--- src/rtl/vga_scan_ctrl.sv ---
// 640x480@60 raster timing generator with a 4:1 down-scaled framebuffer address
// output and a delay-matched colour/sync output stage.
`timescale 1ns/1ps

package vga_pkg;
    typedef struct packed {
        logic [7:0] r;
        logic [7:0] g;
        logic [7:0] b;
    } vga_color_t;
endpackage

module vga_scan_ctrl
    import vga_pkg::*;
#(
    parameter int H_ACTIVE    = 640,
    parameter int H_FP        = 16,
    parameter int H_SYNC      = 96,
    parameter int H_BP        = 48,
    parameter int V_ACTIVE    = 480,
    parameter int V_FP        = 10,
    parameter int V_SYNC      = 2,
    parameter int V_BP        = 33,
    parameter int SCALE_SHIFT = 2,
    parameter int RD_LAT      = 1
) (
    input  logic       i_vga_clk,
    input  logic       i_reset_n,
    input  vga_color_t i_color,
    output logic [7:0] o_pxlX,
    output logic [7:0] o_pxlY,
    output vga_color_t o_color,
    output logic       o_hsync,
    output logic       o_vsync,
    output logic       o_active,
    output logic       o_vblank_start
);

    localparam int H_TOT = H_ACTIVE + H_FP + H_SYNC + H_BP;
    localparam int V_TOT = V_ACTIVE + V_FP + V_SYNC + V_BP;

    localparam logic [9:0] H_LAST   = 10'(H_TOT - 1);
    localparam logic [9:0] V_LAST   = 10'(V_TOT - 1);
    localparam logic [9:0] H_VIS    = 10'(H_ACTIVE);
    localparam logic [9:0] V_VIS    = 10'(V_ACTIVE);
    localparam logic [9:0] HS_FIRST = 10'(H_ACTIVE + H_FP);
    localparam logic [9:0] HS_LAST  = 10'(H_ACTIVE + H_FP + H_SYNC - 1);
    localparam logic [9:0] VS_FIRST = 10'(V_ACTIVE + V_FP);
    localparam logic [9:0] VS_LAST  = 10'(V_ACTIVE + V_FP + V_SYNC - 1);

    typedef struct packed {
        logic act;
        logic hs;
        logic vs;
    } sync_t;

    localparam sync_t SYNC_IDLE = '{act: 1'b0, hs: 1'b1, vs: 1'b1};

    logic [9:0] h_cnt;
    logic [9:0] v_cnt;
    sync_t      stage0;
    sync_t      dly [RD_LAT];
    sync_t      tail;

    // NOTE: every register below is updated with <= so all stages sample the
    // pre-edge values of their neighbours regardless of statement order.
    always_ff @(posedge i_vga_clk or negedge i_reset_n) begin
        if (!i_reset_n) begin
            h_cnt <= '0;
            v_cnt <= '0;
        end else if (h_cnt == H_LAST) begin
            h_cnt <= '0;
            v_cnt <= (v_cnt == V_LAST) ? '0 : v_cnt + 10'd1;
        end else begin
            h_cnt <= h_cnt + 10'd1;
        end
    end

    // NOTE: each output is assigned a default first so no path leaves it
    // unassigned and no latch is inferred.
    always_comb begin
        stage0     = SYNC_IDLE;
        o_pxlX     = '0;
        o_pxlY     = '0;
        stage0.act = (h_cnt < H_VIS) && (v_cnt < V_VIS);
        stage0.hs  = !((h_cnt >= HS_FIRST) && (h_cnt <= HS_LAST));
        stage0.vs  = !((v_cnt >= VS_FIRST) && (v_cnt <= VS_LAST));
        if (stage0.act) begin
            o_pxlX = 8'(h_cnt >> SCALE_SHIFT);
            o_pxlY = 8'(v_cnt >> SCALE_SHIFT);
        end
    end

    assign o_vblank_start = (h_cnt == '0) && (v_cnt == V_VIS);

    // NOTE: the delay line is reset on purpose; its contents reach the pins
    // directly, so a stale entry would glitch sync right after reset.
    always_ff @(posedge i_vga_clk or negedge i_reset_n) begin
        if (!i_reset_n) begin
            for (int i = 0; i < RD_LAT; i++) begin
                dly[i] <= SYNC_IDLE;
            end
        end else begin
            for (int i = RD_LAT - 1; i > 0; i--) begin
                dly[i] <= dly[i-1];
            end
            dly[0] <= stage0;
        end
    end

    assign tail = dly[RD_LAT-1];

    // Colour from memory and the matching delayed sync land in one register.
    always_ff @(posedge i_vga_clk or negedge i_reset_n) begin
        if (!i_reset_n) begin
            o_color  <= '0;
            o_hsync  <= 1'b1;
            o_vsync  <= 1'b1;
            o_active <= 1'b0;
        end else begin
            o_color  <= tail.act ? i_color : '0;
            o_hsync  <= tail.hs;
            o_vsync  <= tail.vs;
            o_active <= tail.act;
        end
    end

endmodule
--- config.mk ---
export PLATFORM = sky130hd
export DESIGN_NAME = vga_scan_ctrl
export DESIGN_NICKNAME = d
export VERILOG_FILES = /design/src/rtl/vga_scan_ctrl.sv
export SDC_FILE = /design/constraint.sdc
export NUM_CORES = 1
export LEC_CHECK = 0
export CORE_ASPECT_RATIO = 0.9
export CORE_UTILIZATION = 46
export DETAILED_ROUTE_END_ITERATION = 16
export GPL_TIMING_DRIVEN = 0
export PLACE_DENSITY = 0.8
export SETUP_SLACK_MARGIN = 0.2
export SYNTH_ARGS = -nofsm -noshare
export SYNTH_HDL_FRONTEND = slang
export SYNTH_SLANG_ARGS = --single-unit
--- constraint.sdc ---
create_clock -name i_vga_clk -period 2.25 [get_ports i_vga_clk]
set_clock_uncertainty 0.2 [all_clocks]
set_input_delay 0.45 -clock i_vga_clk [delete_from_list [all_inputs] [get_ports i_vga_clk]]
set_output_delay 0.45 -clock i_vga_clk [all_outputs]
set_load 0.02 [all_outputs]
==> summary.txt, run 1 <==
Floorplan
  • IO Pins: 70
  • Cell Rows: 23
  • Core area: 4489 µm²
  • Die Span Y: 67.06 µm
  • Width of the die: 74.29 µm
  • Die area: 4982 µm²
  • Starting Density: 48.19%

Status
  • Status: finished with violations
  • Failing checks: setup timing

Place
  • Post-DP HPWL: 3298 µm
  • RD Place Congestion: 0.7780
  • Place WS: -0.5222 ns
  • IO Port Bufs: 68
  • Area after DPL: 2973 µm²

STA
  • Tmin final: 2.447 ns
  • Endpoints failing setup: 16
  • Final WS setup: -0.1971 ns
  • Final worst-path cycle share: 108.8%
  • Achievable clock frequency: 0.4086 GHz
  • Max Slew Vio Count: 0
  • RSZ-0062 raised after global routing: yes
  • Fin Setup TNS: -2.788 ns
  • Final hold viol count: 0

Synthesis
  • Mapped Area: 2163 µm²
  • #FFs+latches synth: 50
  • Mapped Cells: 186
  • Yosys cell types: 36
  • Syn avg cell area: 11.63 µm²
  • Synth Net Count: 216
  • Yosys warns: 0
  • Sequential share of the synthesized area: 58.07%

GRT
  • Vias in the first global route: 1640
  • Gr usage total: 22.88%
  • Largest net degree at the start of global routing: 37
  • Initial antenna violation count: 0
  • First-pass GRT wire length: 8286 µm
  • GR Overflow Total: 0

Power
  • Leakage power: 0.001476 µW
  • PwrDens: 518.9 nW/µm²
  • Peak supply drop: 0.0002859 V

Hold path
  • Hold crit path type: register to register
  • Hold Path Origin: dly[0]

Clocking
  • CTS Buf Count: 5
  • Clk Latency, worst-skew pair: 0.30 ns
  • CTS tree: built
  • Root Buffer: clkbuf_8
  • Clk pin slew, worst setup/hold paths: 0.09 ns
  • H-tree depth: 2
  • Clk buf depth: 2
  • CTS Sinks: 50

Drt
  • DR DRC count: 0
  • Avg WL per Cell: 15.51 µm
  • Post-DRT Antenna Nets: 0
  • DRT iter0 DRCs: 77
  • Vias after detailed routing: 1703
  • Via/cell ratio: 4.965
  • Post-Route WL: 5320 µm
  • Drt first pass iters: 4

Setup path
  • Startpoint types: register
  • Cell depth of the worst flop-to-flop path: 6
  • Worst r2r src: v_cnt[0]
  • R2R Setup Slk: 0.19 ns
  • Crit-path max FO: 5
  • Worst Setup SP: h_cnt[7]
  • WP data required: 1.60 ns
  • CP Capture Type: output port
  • Setup crit end: o_pxlY[1]
  • Kind of critical path: register to output port
  • WP data arrival: 1.80 ns
  • R2R Path End: v_cnt[4]

Cells and area
  • Most common cell after layout, fill and taps aside: clkdlybuf4s50_1
  • Layout cells sized above 1: 29.89%
  • Total Nets Final: 310
  • Fillers: 308
  • Commonest cells after routing, fill and taps aside: 49 x clkdlybuf4s50_1, 44 x dfrtp_1, 27 x and2_1, 24 x buf_6, 15 x and2_4
  • Cell area after layout: 3318 µm²
  • Synth-to-Final Area Change: 53.38%
  • Antenna cell count: 0
  • Fin util: 73.91%

Run
  • Max Cap Viol: 0
metal layers:
layer  vias to the layer above  share of wire, %  global-route usage [%]
li1                        809                 -                       -
met1                       819                42                   27.88
met2                        67                51                   39.55
met3                         8               6.3                   6.203
met4                         0               1.2                   6.604
met5                         -                 0                       0
area by class of cell:
type,count,area (µm²),area share (%)
Sequential cell,50,1259,37.93
Tap cell,62,77.57,2.338
Multi-Input combinational cell,120,899.6,27.11
Timing Repair Buffer,87,863.3,26.02
Clock inverter,1,30.03,0.9050
Inverter,4,15.01,0.4525
Buffer,12,87.58,2.640
Clock buffer,7,86.33,2.602
critical path, stage by stage, from the launching register on:
cell and delay (ns):
dfrtp_2 0.42, or2_4 0.27, a221oi_4 0.29, buf_6 0.16
buf_6 0.11, and2_4 0.14, buf_6 0.11
cells by family (layout without fill, tap and decap cells):
family          count (synthesis)  in the layout  synth area share (%)
fa+ha+maj                       4              4                 2.314
buf+inv                        16            111                 4.280
simple gates                   91             91                 26.26
mux                             1              1                0.6938
flops                          50             50                 58.07
compound gates                 13             13                 4.164
xor+xnor                       10             10                 4.049
other cells                     1              1                0.1733
flip-flops by register name, summed over array words and instances, names as in the netlist:
name and flops:
o_hsync 1, v_cnt 10, o_active 1, o_vsync 1, dly 3, o_color 24
h_cnt 10
report_power, final:
| part | total [µW] | internal [µW] | switching (µW) |
|---|---|---|---|
| Sequential | 925 | 920 | 5.72 |
| Combinational | 156 | 89.7 | 66.0 |
| Clock | 641 | 362 | 278 |
repair_timing:
action                                  CTS  global route
endpoints found under the setup margin   18            23
pin swaps                                 6             6
hold buffers                              1             0
buffers inserted                         10             6
gates cloned                              1             0
resized for setup                       120             8
hold endpoints to repair                 14             0
synth_stat cells, drive strengths merged:
cell | number | share of area, %
nand4 | 6 | 2.0
nor2 | 5 | 0.87
dfstp | 4 | 4.9
clkbuf | 2 | 0.35
nor4bb | 1 | 0.46
xor2 | 3 | 1.2
a22o | 2 | 0.81
and4 | 4 | 1.6
a21o | 1 | 0.35
nand2b | 1 | 0.29
nor4 | 1 | 0.29
conb | 1 | 0.17
ha | 4 | 2.3
dfrtp | 46 | 53
nand3 | 11 | 2.5
nor3 | 4 | 0.93
and2 | 42 | 12
mux2 | 1 | 0.69
a21oi | 1 | 0.23
o21ai | 4 | 0.93
a221oi | 1 | 0.69
nor2b | 1 | 0.29
or2 | 1 | 0.29
a31oi | 4 | 1.2
nor4b | 2 | 1.5
and3 | 5 | 1.4
xnor2 | 7 | 2.8
buf | 10 | 3.2
or4 | 1 | 0.35
inv | 4 | 0.69
nand2 | 5 | 0.87
nand3b | 1 | 0.35
how the worst min path moves through the flow:
stage	to	cells after the start
after floorplan	dly[2]	0
after detailed placement	o_hsync	0
after CTS	o_vsync	0
final	o_vsync	0
after global routing	o_vsync	0
after global placement	o_hsync	0
per-stage QoR:
step | hold slack [ns] | total power (µW) | cells
global placement | 0.1464 | 1092 | 316
detailed placement | 0.1473 | 1099 | 317
CTS | 0.1607 | 1740 | 337
finish | 0.1605 | 1722 | 343
floorplan | -0.04559 | 990.0 | 186
global route | 0.1663 | 1799 | 343
Power figures use the tool's default switching activity.
==> run 2: changes to the inputs <==
--- a/config.mk
+++ b/config.mk
@@ -9,7 +9,7 @@
 export CORE_UTILIZATION = 46
 export DETAILED_ROUTE_END_ITERATION = 16
 export GPL_TIMING_DRIVEN = 0
-export PLACE_DENSITY = 0.8
+export PLACE_DENSITY_LB_ADDON = 0.05
 export SETUP_SLACK_MARGIN = 0.2
 export SYNTH_ARGS = -nofsm -noshare
 export SYNTH_HDL_FRONTEND = slang
==> summary.txt, run 2 (synthesis gave the netlist of run 1 again) <==
Status
  • Status: finished with violations (unchanged)
  • Failing checks: setup timing (unchanged)

STA
  • Achievable clock frequency: 0.4155 GHz (was 0.4086 GHz)
  • Endpoints failing setup: 16 (unchanged)
  • Tmin final: 2.407 ns (was 2.447 ns)
  • Fin Hold WS: 0.1565 ns (was 0.1605 ns)
  • Final worst-path cycle share: 107.0% (was 108.8%)
  • Max Slew Vio Count: 0 (unchanged)
  • RSZ-0062 raised after global routing: yes (unchanged)
  • Fin Setup TNS: -2.330 ns (was -2.788 ns)
  • Final WS setup: -0.1566 ns (was -0.1971 ns)
  • Final hold viol count: 0 (unchanged)

Hold path
  • Hold crit path type: register to register (unchanged)
  • Hold depth: 0 (unchanged)

Drt
  • Post-Route WL: 4993 µm (was 5320 µm)
  • DRT iter0 DRCs: 113 (was 77)
  • DR DRC count: 0 (unchanged)
  • Post-DRT Antenna Nets: 0 (unchanged)
  • Vias after detailed routing: 1727 (was 1703)
  • Via/cell ratio: 4.991 (was 4.965)
  • Avg WL per Cell: 14.43 µm (was 15.51 µm)
  • Drt first pass iters: 4 (unchanged)

Clocking
  • Clk pin slew, worst setup/hold paths: 0.09 ns (about the same)
  • Root Buffer: clkbuf_8 (unchanged)
  • CTS Sinks: 50 (unchanged)
  • Clk buf depth: 2 (unchanged)
  • CTS tree: built (unchanged)
  • CTS Buf Count: 5 (unchanged)
  • H-tree depth: 2 (unchanged)
  • Clk Latency, worst-skew pair: 0.30 ns (about the same)

Floorplan
  • IO Pins: 70 (unchanged)
  • Starting Density: 48.19% (unchanged)
  • Die area: 4982 µm² (unchanged)
  • Core area: 4489 µm² (unchanged)
  • Cell Rows: 23 (unchanged)
  • Die Span Y: 67.06 µm (unchanged)
  • Width of the die: 74.29 µm (unchanged)

Cells and area
  • Fin util: 77.03% (was 73.91%)
  • Antenna cell count: 0 (unchanged)
  • Top reg by flops: o_color (unchanged)
  • Layout cells sized above 1: 32.75% (was 29.89%)
  • Largest register FFs: 24 (unchanged)
  • Most common cell after layout, fill and taps aside: clkdlybuf4s50_1 (unchanged)
  • Largest regs: o_color (24), h_cnt (10), v_cnt (10) (unchanged)
  • Final cell count without fillers: 346 (was 343)
  • Commonest cells after routing, fill and taps aside: 49 x clkdlybuf4s50_1, 44 x dfrtp_1, 27 x and2_1, 22 x buf_6, 19 x buf_4 (was 49 x clkdlybuf4s50_1, 44 x dfrtp_1, 27 x and2_1, 24 x buf_6, 15 x and2_4)
  • Total Nets Final: 313 (was 310)
  • Synth-to-Final Area Change: 59.86% (was 53.38%)

GRT
  • Largest net degree at the start of global routing: 30 (was 37)
  • Grt peak-use layer: met2 (unchanged)
  • Met3 global-route usage: 5.295% (was 6.203%)
  • M1 GR Usage: 26.24% (was 27.88%)
  • GR Layer Usage met2: 31.70% (was 39.55%)
  • Vias in the first global route: 1459 (was 1640)
  • Gr usage total: 19.77% (was 22.88%)
  • GR Overflow Total: 0 (unchanged)
  • Initial antenna violation count: 0 (unchanged)
  • First-pass GRT wire length: 7224 µm (was 8286 µm)

Setup path
  • Crit path largest cell delay: 0.41 ns (was 0.42 ns)
  • WP data arrival: 1.76 ns (was 1.80 ns)
  • Kind of critical path: register to output port (unchanged)
  • Startpoint types: register (unchanged)
  • WP data required: 1.60 ns (about the same)
  • CP cell instances: or2_4 > a221oi_4 > buf_4 > buf_6 > and2_4 > buf_6 (was or2_4 > a221oi_4 > buf_6 > buf_6 > and2_4 > buf_6)
  • Crit-path slowest cell: dfrtp_2 (unchanged)
  • CP Capture Type: output port (unchanged)
  • Most common cell on crit path: buf_6 (unchanged)
  • R2R Setup Slk: 0.17 ns (was 0.19 ns)
  • Crit-path max FO: 6 (was 5)
  • Cell depth of the worst flop-to-flop path: 6 (unchanged)

Power
  • Combinational share of power: 8.4% (was 9.0%)
  • Peak supply drop: 0.0002994 V (was 0.0002859 V)
  • PwrDens: 533.8 nW/µm² (was 518.9 nW/µm²)
  • P_int: 1483 µW (was 1372 µW)
  • Clock power share: 41.5% (was 37.2%)
  • Sequential share of power: 50.1% (was 53.7%)
  • Switch share: 19.65% (was 20.34%)
  • Net Sw Power: 362.8 µW (was 350.1 µW)
  • Leakage power: 0.001525 µW (was 0.001476 µW)

Place
  • RD Place Congestion: 0.7947 (was 0.7780)
  • Post-DP HPWL: 3131 µm (was 3298 µm)
  • Cell Count Post-Placement: 317 (unchanged)
  • IO Port Bufs: 68 (unchanged)

Run
  • Max Cap Viol: 0 (unchanged)
[run 2: cell types whose count changed in the layout (fill, tap and decap cells not counted), sizes merged]
cell / change
buf: +2
bufinv: +1
[run 2: final timing paths]
| path | startpoint | endpoint |
|---|---|---|
| max | h_cnt[8] | o_pxlX[0] |
| min | dly[1] | o_hsync |
| max reg2reg | v_cnt[1] | v_cnt[4] |
| min reg2reg | dly[1] | o_hsync |
| max in group asynchronous | i_reset_n | o_vsync |
| min in group asynchronous | i_reset_n | o_color[22] |
[run 2: layout make-up]
| type | count | area, µm² |
|---|---|---|
| clock buffer | 6 | 82.58 |
| clock inverter | 2 | 60.06 |
| multi-input combinational | 120 | 968.4 |
| inverter | 4 | 15.01 |
| buffer | 12 | 100.1 |
| tap | 62 | 77.57 |
| timing repair buffer | 90 | 895.9 |
| sequential | 50 | 1259 |
| fill | 300 | 1031 |
[run 2: what timing repair did]
item / CTS / global route
buffers inserted: 11 / 7
cloned: 1 / 1
setup endpoints to repair: 18 / 22
gates resized for setup: 120 / 19
hold buffers: 1 / 0
endpoints found under the hold margin: 20 / 0
pin swaps: 12 / 7
[run 2: worst max-delay path: cells and delay by family (launching register included)]
| family | cells | cell delay [ns] |
|---|---|---|
| buf+inv | 3 | 0.39 |
| simple gates | 2 | 0.40 |
| flops | 1 | 0.41 |
| compound gates | 1 | 0.26 |
[run 2: through the flow]
step           worst slack, ns  instance area [µm²]  power [µW]
2_1_floorplan           0.2063                 2200       990.0
3_3_place_gp           -0.9073                 2958        1092
3_5_place_dp           -0.5156                 2973        1098
4_1_cts                -0.1905                 3278        1857
5_1_grt                -0.2274                 3458        1902
6_report               -0.1566                 3458        1846
[run 2: metal layers]
layer | part of all wire [%] | vias to the layer above
met5 | 0 | -
met4 | 0.92 | 0
met3 | 6.2 | 5
met2 | 48 | 62
met1 | 45 | 838
li1 | - | 822
[run 2: power groups by stage]
stage | Combinational (µW) | Clock [µW] | Sequential (µW)
6_report | 156 | 766 | 925
3_5_place_dp | 156 | 0 | 943
4_1_cts | 157 | 774 | 925
2_1_floorplan | 17.3 | 0 | 973
3_3_place_gp | 150 | 0 | 942
5_1_grt | 167 | 809 | 927
